--- config.mk ---
export PLATFORM = sky130hd
export DESIGN_NAME = gaplus_input_cond
export DESIGN_NICKNAME = d
export VERILOG_FILES = /design/src/rtl/gaplus_input_cond.sv
export SDC_FILE = /design/constraint.sdc
export NUM_CORES = 1
export LEC_CHECK = 0
export CORE_ASPECT_RATIO = 1.2
export CORE_UTILIZATION = 55
export CTS_CLUSTER_DIAMETER = 30
export CTS_CLUSTER_SIZE = 12
export DETAILED_ROUTE_END_ITERATION = 7
export PLACE_DENSITY = 0.83
export SLEW_MARGIN = 25
export SYNTH_ARGS = -nofsm -noshare
export SYNTH_HDL_FRONTEND = slang
export SYNTH_SLANG_ARGS = --single-unit
--- constraint.sdc ---
create_clock -name MCLK -period 5.1 [get_ports MCLK]
set_input_delay 1.02 -clock MCLK [delete_from_list [all_inputs] [get_ports MCLK]]
set_output_delay 1.02 -clock MCLK [all_outputs]
set_load 0.02 [all_outputs]
--- src/rtl/gaplus_input_cond.sv ---
// Frame-synchronous input conditioner: per-bit debounce on frame ticks and a shaped coin pulse
// with a small credit queue. Define GAPLUS_AUTOFIRE_EN to add the AFIRE port and autofire.
module gaplus_input_cond #(
  parameter int unsigned DEB_LEN  = 4,
  parameter int unsigned COIN_ON  = 6,
  parameter int unsigned COIN_OFF = 6
`ifdef GAPLUS_AUTOFIRE_EN
  ,
  parameter int unsigned AF_RATE  = 4
`endif
) (
  input  logic       MCLK,
  input  logic       RESET,
  input  logic       VBLK,
  input  logic [4:0] JOY1,
  input  logic [4:0] JOY2,
  input  logic [1:0] START,
  input  logic [1:0] COIN,
`ifdef GAPLUS_AUTOFIRE_EN
  input  logic [1:0] AFIRE,
`endif
  output logic [4:0] INP0,
  output logic [4:0] INP1,
  output logic [2:0] INP2,
  output logic       FTICK
);

  localparam logic [3:0] DebLast     = 4'(DEB_LEN - 1);
  localparam logic [5:0] CoinOnLast  = 6'(COIN_ON - 1);
  localparam logic [5:0] CoinOffLast = 6'(COIN_OFF - 1);

  typedef enum logic [1:0] {StIdle, StPulse, StGap} coin_st_e;

  logic             vblk_q, ftick_q;
  logic [11:0]      raw;
  logic [11:0]      stable_q, stable_d;
  logic [11:0][3:0] deb_cnt_q, deb_cnt_d;
  coin_st_e         coin_st_q, coin_st_d;
  logic [5:0]       coin_cnt_q, coin_cnt_d;
  logic [1:0]       pending_q, pending_d;
  logic [1:0]       coin_h_q, coin_h_d;
  logic [1:0]       coin_edge, nedge;
  logic [2:0]       pend_sum, pend_net;
  logic             pend_dec;
  logic [1:0]       trig_out;

  assign raw = {START, JOY2, JOY1};

  always_comb begin
    stable_d  = stable_q;
    deb_cnt_d = deb_cnt_q;
    if (ftick_q) begin
      for (int i = 0; i < 12; i++) begin
        if (raw[i] == stable_q[i]) begin
          deb_cnt_d[i] = '0;
        end else if (deb_cnt_q[i] == DebLast) begin
          stable_d[i]  = raw[i];
          deb_cnt_d[i] = '0;
        end else begin
          deb_cnt_d[i] = deb_cnt_q[i] + 4'd1;
        end
      end
    end
  end

  assign coin_edge = COIN & ~coin_h_q;
  assign nedge     = {1'b0, coin_edge[0]} + {1'b0, coin_edge[1]};
  assign pend_sum  = {1'b0, pending_q} + {1'b0, nedge};

  always_comb begin
    coin_st_d  = coin_st_q;
    coin_cnt_d = coin_cnt_q;
    pending_d  = pending_q;
    coin_h_d   = coin_h_q;
    pend_dec   = 1'b0;
    pend_net   = '0;
    if (ftick_q) begin
      coin_h_d = COIN;
      case (coin_st_q)
        StIdle: begin
          if (nedge != 2'd0) begin
            coin_st_d  = StPulse;
            coin_cnt_d = CoinOnLast;
            pend_dec   = 1'b1;
          end
        end
        StPulse: begin
          if (coin_cnt_q == 6'd0) begin
            coin_st_d  = StGap;
            coin_cnt_d = CoinOffLast;
          end else begin
            coin_cnt_d = coin_cnt_q - 6'd1;
          end
        end
        StGap: begin
          if (coin_cnt_q != 6'd0) begin
            coin_cnt_d = coin_cnt_q - 6'd1;
          end else if (pend_sum != 3'd0) begin
            // Credits arriving on the exit tick count towards the next pulse.
            coin_st_d  = StPulse;
            coin_cnt_d = CoinOnLast;
            pend_dec   = 1'b1;
          end else begin
            coin_st_d = StIdle;
          end
        end
        default: coin_st_d = StIdle;
      endcase
      pend_net  = pend_sum - {2'b00, pend_dec};
      pending_d = (pend_net > 3'd3) ? 2'd3 : pend_net[1:0];
    end
  end

  always_ff @(posedge MCLK) begin
    if (RESET) begin
      vblk_q     <= 1'b0;
      ftick_q    <= 1'b0;
      stable_q   <= '0;
      deb_cnt_q  <= '0;
      coin_st_q  <= StIdle;
      coin_cnt_q <= '0;
      pending_q  <= '0;
      coin_h_q   <= '0;
    end else begin
      vblk_q     <= VBLK;
      ftick_q    <= VBLK & ~vblk_q;
      stable_q   <= stable_d;
      deb_cnt_q  <= deb_cnt_d;
      coin_st_q  <= coin_st_d;
      coin_cnt_q <= coin_cnt_d;
      pending_q  <= pending_d;
      coin_h_q   <= coin_h_d;
    end
  end

`ifdef GAPLUS_AUTOFIRE_EN
  localparam logic [3:0] AfLast = 4'(AF_RATE - 1);

  logic [1:0]      trig_d;
  logic [1:0]      af_out_q, af_out_d, af_run_q, af_run_d;
  logic [1:0][3:0] af_cnt_q, af_cnt_d;

  assign trig_d = {stable_d[9], stable_d[4]};

  always_comb begin
    af_out_d = af_out_q;
    af_run_d = af_run_q;
    af_cnt_d = af_cnt_q;
    if (ftick_q) begin
      for (int p = 0; p < 2; p++) begin
        if (AFIRE[p] && trig_d[p]) begin
          if (!af_run_q[p]) begin
            af_run_d[p] = 1'b1;
            af_out_d[p] = 1'b1;
            af_cnt_d[p] = '0;
          end else if (af_cnt_q[p] == AfLast) begin
            af_cnt_d[p] = '0;
            af_out_d[p] = ~af_out_q[p];
          end else begin
            af_cnt_d[p] = af_cnt_q[p] + 4'd1;
          end
        end else begin
          af_run_d[p] = 1'b0;
          af_cnt_d[p] = '0;
          af_out_d[p] = AFIRE[p] ? 1'b0 : trig_d[p];
        end
      end
    end
  end

  always_ff @(posedge MCLK) begin
    if (RESET) begin
      af_out_q <= '0;
      af_run_q <= '0;
      af_cnt_q <= '0;
    end else begin
      af_out_q <= af_out_d;
      af_run_q <= af_run_d;
      af_cnt_q <= af_cnt_d;
    end
  end

  assign trig_out = af_out_q;
`else
  assign trig_out = {stable_q[9], stable_q[4]};
`endif

  assign INP0  = {trig_out[0], stable_q[3:0]};
  assign INP1  = {trig_out[1], stable_q[8:5]};
  assign INP2  = {coin_st_q == StPulse, stable_q[11:10]};
  assign FTICK = ftick_q;

endmodule
==> flow_metrics.py, run 1 <==
metrics = {
    "status": {
        "status": "finished, final reports clean",
    },
    "timing": {
        "setup_tns_ns": 0,
        "max_freq_ghz": 0.281,
        "finalSetupViolCount": 0,
        "finalCriticalPeriod_ns": 3.55,
        "drv_slew": 0,
        "fin_skew_ns": 0.00907,
        "rsz0062_at_grt": "false",
        "tightest_slew_ns": 0.856,
        "fin_ws_ns": 1.55,
        "hold_viol": 0,
        "relSlewSlack_pct": 42.9,
        "period_share_pct": 69.7,
    },
    "clocking": {
        "cts_resized": 0,
        "cts_sinks": 74,
        "clockRootBuffer": "clkbuf_8",
        "htreeDepth": 3,
        "cts_tree": "done",
        "cts_hold_buffers": 0,
        "clock_latency_ns": 0.36,
        "cts_made_buffers": 9,
        "path_clk_slew_ns": 0.08,
        "clk_path_buf_depth": 2,
        "postCtsSetupRepairBufs": 0,
    },
    "placement": {
        "gp_congestion": 0.903,
        "pre_cts_slack_ns": 1.16,
        "hpwl_um": 4980,
        "dp.cells": 541,
        "io_buffer_count": 30,
    },
    "synthesis": {
        "syn_inst": 442,
        "syn-num-nets": 483,
        "ys_seq_area_share_pct": 37.6,
        "ys_warn_count": 0,
        "synth.avg_cell_area_um2": 8.91,
        "synth_area_um2": 3940,
        "synth_cell_type_count": 47,
        "ys_ff_latch": 74,
    },
    "finish": {
        "fin_nets": 506,
        "area_growth_pct": 13.7,
        "seq_area_um2": 1480,
        "multi_input_area_um2": 2330,
        "layout-drive-gt1-share_pct": 5.74,
        "fill_cells": 566,
        "instances_no_fill": 557,
        "antenna_cells": 0,
    },
    "floorplanning": {
        "die_x_um": 79.2,
        "start_util_pct": 57.1,
        "rows": 33,
        "die_h_um": 94.7,
        "dieArea_um2": 7500,
        "core_um2": 6900,
        "pin_count": 31,
    },
    "power_and_ir_drop": {
        "power_density_nw_per_um2": 267,
        "ir_drop_mv": 0.148,
        "leakagePower_nw": 1.78,
    },
    "job": {
        "drv_cap": 0,
    },
    "setup_path": {
        "arrival_ns": 3.81,
        "startpoint_type": "input port",
        "crit_required_ns": 5.36,
        "worstSetupEndpointType": "flop",
        "critPathKind": "input port to flop",
        "crit_path_max_fanout": 2,
    },
    "global_routing": {
        "grt_pass1_wl_um": 12300,
        "grt_pass1_vias": 2972,
        "grt_max_degree": 58,
        "grtUsageTotal_pct": 20.7,
        "overflow": 0,
        "antenna_found_initial": 0,
    },
    "route": {
        "first_iter_violations": 107,
        "wl_um": 7400,
        "drc": 0,
        "vias": 3232,
        "wire_per_inst_um": 13.3,
        "drt-pass1-iter-count": 4,
        "vias_per_cell": 5.80,
        "drtAntennaViolNets": 0,
    },
    "min_path": {
        "worst_hold_path_type": "flop to flop",
    },
}
[critical path: stages]
cell and delay, ns:
clkdlybuf4s50_1 0.46, nor2b_1 0.17, ha_1 0.26, ha_1 0.19
fa_1 0.45, nor3_1 0.24, nand2b_1 0.16, o22ai_1 0.08
ha_1 0.19, ha_1 0.19, xnor2_1 0.14, a311oi_1 0.25
[registers in the layout (all words and copies together) (netlist names)]
name	flops
deb_cnt_q	48
stable_q	12
coin_cnt_q	6
coin_h_q	2
coin_st_q	2
pending_q	2
FTICK	1
vblk_q	1
[cell families after synthesis]
group,Yosys count,share of synthesized area [%]
and+or+nand+nor,175,25.4
DFF,74,37.6
AOI/OAI and AO/OA,87,13.7
buffers and inverters,30,3.08
adders and majority gates,24,7.82
xor gates and xnor gates,26,5.78
muxes,26,6.61
[layout by cell type (no fill, tap or decap), types with 4 or more instances in the layout]
master,Yosys,final
dfxtp_1,74,73
nor2_1,44,44
a21oi_1,31,31
clkdlybuf4s50_1,0,29
nand2_1,26,26
mux2i_1,26,26
o21ai_0,24,24
ha_1,23,23
nand2b_1,15,15
nor3_1,14,14
xnor2_1,13,13
xor2_1,13,13
nand3_1,13,13
nor3b_1,12,12
and3b_1,12,12
a32oi_1,12,12
and3_1,12,12
nand4b_1,12,12
inv_1,10,10
clkbuf_8,0,9
nor2b_1,4,4
a311oi_1,4,4
[final cells by class]
| cell class | instances | area share [%] |
|---|---|---|
| Sequential cell | 74 | 33.1 |
| Clock buffer | 9 | 2.77 |
| Tap cell | 87 | 2.43 |
| Timing Repair Buffer | 32 | 6.93 |
| Inverter | 10 | 0.838 |
| Clock inverter | 7 | 1.76 |
| Multi-Input combinational cell | 338 | 52.2 |
[per-layer routing]
metal | GRT usage [%] | part of all wire (%) | vias up
met2 | 37.6 | 51 | 57
li1 | - | - | 1634
met4 | 11.4 | 1.5 | 0
met5 | 0 | 0 | -
met1 | 22.9 | 44 | 1531
met3 | 3.00 | 2.9 | 10
[where the power goes]
part | internal, mW | total [mW] | switching (mW)
combinational | 0.0573 | 0.129 | 0.0717
clock | 0.229 | 0.462 | 0.233
sequential | 0.588 | 0.603 | 0.0151
[Yosys cell counts, drive strengths merged]
cell type	n	area, um2
dfxtp	74	1480
nor2	46	196
a21oi	31	155
mux2i	26	260
nand2	26	97.6
o21ai	25	125
ha	23	288
nand2b	16	103
nor3	15	80.1
clkbuf	13	48.8
nand3	13	65.1
xnor2	13	114
xor2	13	114
a32oi	12	105
and3	12	75.1
and3b	12	105
nand4b	12	105
nor3b	12	90.1
inv	10	37.5
buf	7	35.0
a311oi	4	35.0
nor2b	4	25.0
nor4	3	25.0
o22ai	3	18.8
a211oi	2	15.0
o31ai	2	15.0
or3	2	18.8
a2111o	1	11.3
a21bo	1	10.0
a31oi	1	6.26
a41o	1	10.0
fa	1	20.0
nand4	1	6.26
o21a	1	7.51
o2bb2ai	1	8.76
o31a	1	8.76
o32ai	1	8.76
or2	1	6.26
[path summary, 6_finish.rpt]
kind,start,end,slack [ns],cells past startpoint
setup reg to reg,coin_h_q[1]$_SDFFE_PP0P_,pending_q[0]$_SDFFE_PP0P_,2.35,12
setup / recovery,COIN[0],pending_q[0]$_SDFFE_PP0P_,1.55,12
hold reg to reg,vblk_q$_SDFF_PP0_,FTICK$_SDFF_PP0_,0.38,1
hold / removal,vblk_q$_SDFF_PP0_,FTICK$_SDFF_PP0_,0.38,1
[through the flow]
stage          utilization (%)  power [mW]  area (um2)  hold WS [ns]
2_1_floorplan                -       0.707        3940         0.367
3_3_place_gp              62.0       0.739        4270         0.365
3_5_place_dp              62.0       0.745        4270         0.373
4_1_cts                   64.9        1.20        4480         0.385
5_1_grt                   64.9        1.25        4480         0.401
6_report                  64.9        1.19        4480         0.382
(Power assumes the default switching activity.)
==> run 2, diff against run 1 <==
Settings changed: CORE_UTILIZATION 55 to 53.
Clock period 5.1 ns to 2.85 ns, I/O delays scaled along.
==> flow_metrics.py, run 2 (synthesized netlist as in run 1, its figures left out) <==
metrics = {
    "timing": {
        "finalCriticalPeriod_ns": 2.74,
        "fin_skew_ns": 0.00661,
        "tightest_slew_ns": 0.975,
        "holdWs_ns": 0.382,
        "fin_ws_ns": 0.113,
        "hold_viol": 0,
        "period_share_pct": 96.0,
        "max_freq_ghz": 0.365,
        "finalSetupViolCount": 0,
        "relSlewSlack_pct": 35.0,
        "drv_slew": 0,
    },
    "setup_path": {
        "rrSetupSlack_ns": 0.18,
        "rr_endpoint": "pending_q[0]$_SDFFE_PP0P_",
        "arrival_ns": 2.98,
        "critical_path.endpoint": "pending_q[0]$_SDFFE_PP0P_",
        "path_buf_inv": 1,
        "reg2reg_depth": 12,
        "crit_path_start": "COIN[0]",
        "crit_required_ns": 3.09,
        "crit_path_max_fanout": 2,
        "startpoint_type": "input port",
        "critPathKind": "input port to flop",
        "r2r_start": "coin_h_q[1]$_SDFFE_PP0P_",
        "crit_slowest_cell": "fa_1",
        "path_depth": 12,
        "worstSetupEndpointType": "flop",
        "worstPathCellList": "clkdlybuf4s15_1 > nor2b_4 > ha_4 > ha_2 > fa_1 > nor3_2 > nand2b_4 > o22ai_2 > ha_2 > ha_4 > xnor2_2 > a311oi_1",
        "slowest_delay_ns": 0.47,
        "cp_top_family": "adder cells",
    },
    "global_routing": {
        "grt_pass1_wl_um": 12100,
        "antenna_found_initial": 0,
        "grt_pass1_vias": 2967,
        "grt_max_degree": 103,
        "grtUsageTotal_pct": 19.8,
        "overflow": 0,
    },
    "power_and_ir_drop": {
        "power_density_nw_per_um2": 463,
        "leakagePower_nw": 1.82,
        "ir_drop_mv": 0.342,
        "totalPowerFinal_mw": 2.12,
    },
    "clocking": {
        "cts_hold_buffers": 0,
        "cts_sinks": 74,
        "clk_path_buf_depth": 2,
        "htreeDepth": 3,
        "path_clk_slew_ns": 0.07,
        "cts_made_buffers": 9,
        "clock_latency_ns": 0.34,
        "clockRootBuffer": "clkbuf_8",
        "cts_tree": "done",
    },
    "route": {
        "vias": 3244,
        "first_iter_violations": 101,
        "vias_per_cell": 5.72,
        "drtAntennaViolNets": 0,
        "drc": 0,
        "wire_per_inst_um": 13.1,
        "wl_um": 7450,
        "drt-pass1-iter-count": 7,
    },
    "finish": {
        "antenna_cells": 0,
        "largest-register": "deb_cnt_q",
        "largest_reg_flops": 48,
        "most-common-layout-cells": "dfxtp_1 (73), nor2_1 (44), a21oi_1 (31)",
        "mostFrequentLayoutCell": "dfxtp_1",
        "final_util_pct": 63.2,
        "final_area_um2": 4570,
        "fin_nets": 513,
        "layout-drive-gt1-share_pct": 8.60,
        "area_growth_pct": 16.0,
        "reg_top3": "deb_cnt_q x48, stable_q x12, coin_cnt_q x6",
    },
    "job": {
        "drv_cap": 0,
    },
    "floorplanning": {
        "dieArea_um2": 7780,
        "start_util_pct": 54.4,
        "rows": 34,
        "core_um2": 7230,
        "die_x_um": 80.7,
        "pin_count": 31,
        "die_h_um": 96.4,
    },
    "placement": {
        "gp_congestion": 0.844,
        "post_dp_cell_area_um2": 4320,
        "pre_cts_slack_ns": -0.756,
        "hpwl_um": 4980,
        "io_buffer_count": 30,
    },
    "status": {
        "status": "finished, final reports clean",
    },
    "min_path": {
        "worst_hold_path_type": "flop to flop",
    },
}
==> run 2: changes by cell type in the layout (fill, tap and decap cells not counted), moves of 2 or more <==
cell             delta
ha_2                +2
clkbuf_1            +4
ha_4                +2
clkinv_4            -2
clkinvlp_4          -3
ha_1                -4
clkdlybuf4s50_1     -2
buf_4               +7
clkinv_2            +2
==> run 2: how the worst min path moves through the flow <==
stage,cells past startpoint,endpoint,from,slack [ns]
after floorplan,1,FTICK$_SDFF_PP0_,vblk_q$_SDFF_PP0_,0.37
final,1,FTICK$_SDFF_PP0_,vblk_q$_SDFF_PP0_,0.38
after detailed placement,1,FTICK$_SDFF_PP0_,vblk_q$_SDFF_PP0_,0.37
after global placement,1,FTICK$_SDFF_PP0_,vblk_q$_SDFF_PP0_,0.37
after CTS,1,FTICK$_SDFF_PP0_,vblk_q$_SDFF_PP0_,0.39
after global routing,1,FTICK$_SDFF_PP0_,vblk_q$_SDFF_PP0_,0.39
==> run 2: through the flow <==
stage               cells  setup TNS, ns
detailed placement    549          -3.15
global placement      549          -2.09
global route          567       -0.00377
CTS                   566              0
finish                567              0
floorplan             442              0
==> run 2: layout make-up <==
class                      count  area, um2
fill                         618       2660
multi-input combinational    338       2400
sequential                    74       1480
timing repair buffer          39        358
clock buffer                  13        139
tap                           90        113
clock inverter                 3       40.0
inverter                      10       37.5
==> run 2: where the power goes <==
part           switching [mW]  internal, mW
registers              0.0176          1.05
logic                   0.151         0.130
clock network           0.360         0.404
total                   0.529          1.59
==> run 2: repair_timing <==
item / 4_1_cts / 5_1_grt
endpoints found under the hold margin: 0 / 0
setup buffers: 1 / 1
pin swaps: 6 / 5
endpoints found under the setup margin: 3 / 2
gates resized for setup: 12 / 5
==> run 2: routing by layer <==
metal / share of wire, % / vias to the layer above / track usage [%]
met5: 0 / - / 0
met4: 1.7 / 0 / 9.67
met3: 2.6 / 13 / 3.10
met2: 52 / 43 / 37.6
met1: 44 / 1531 / 21.0
li1: - / 1657 / -
==> run 2: worst reg2reg max path, delay by kind of cell, from the launching register on <==
kind / cells / cell delay [ns]
buf+inv: 1 / 0.05
flops: 1 / 0.33
xor+xnor: 1 / 0.13
fa+ha+maj: 5 / 1.22
simple gates: 3 / 0.54
compound gates: 2 / 0.31
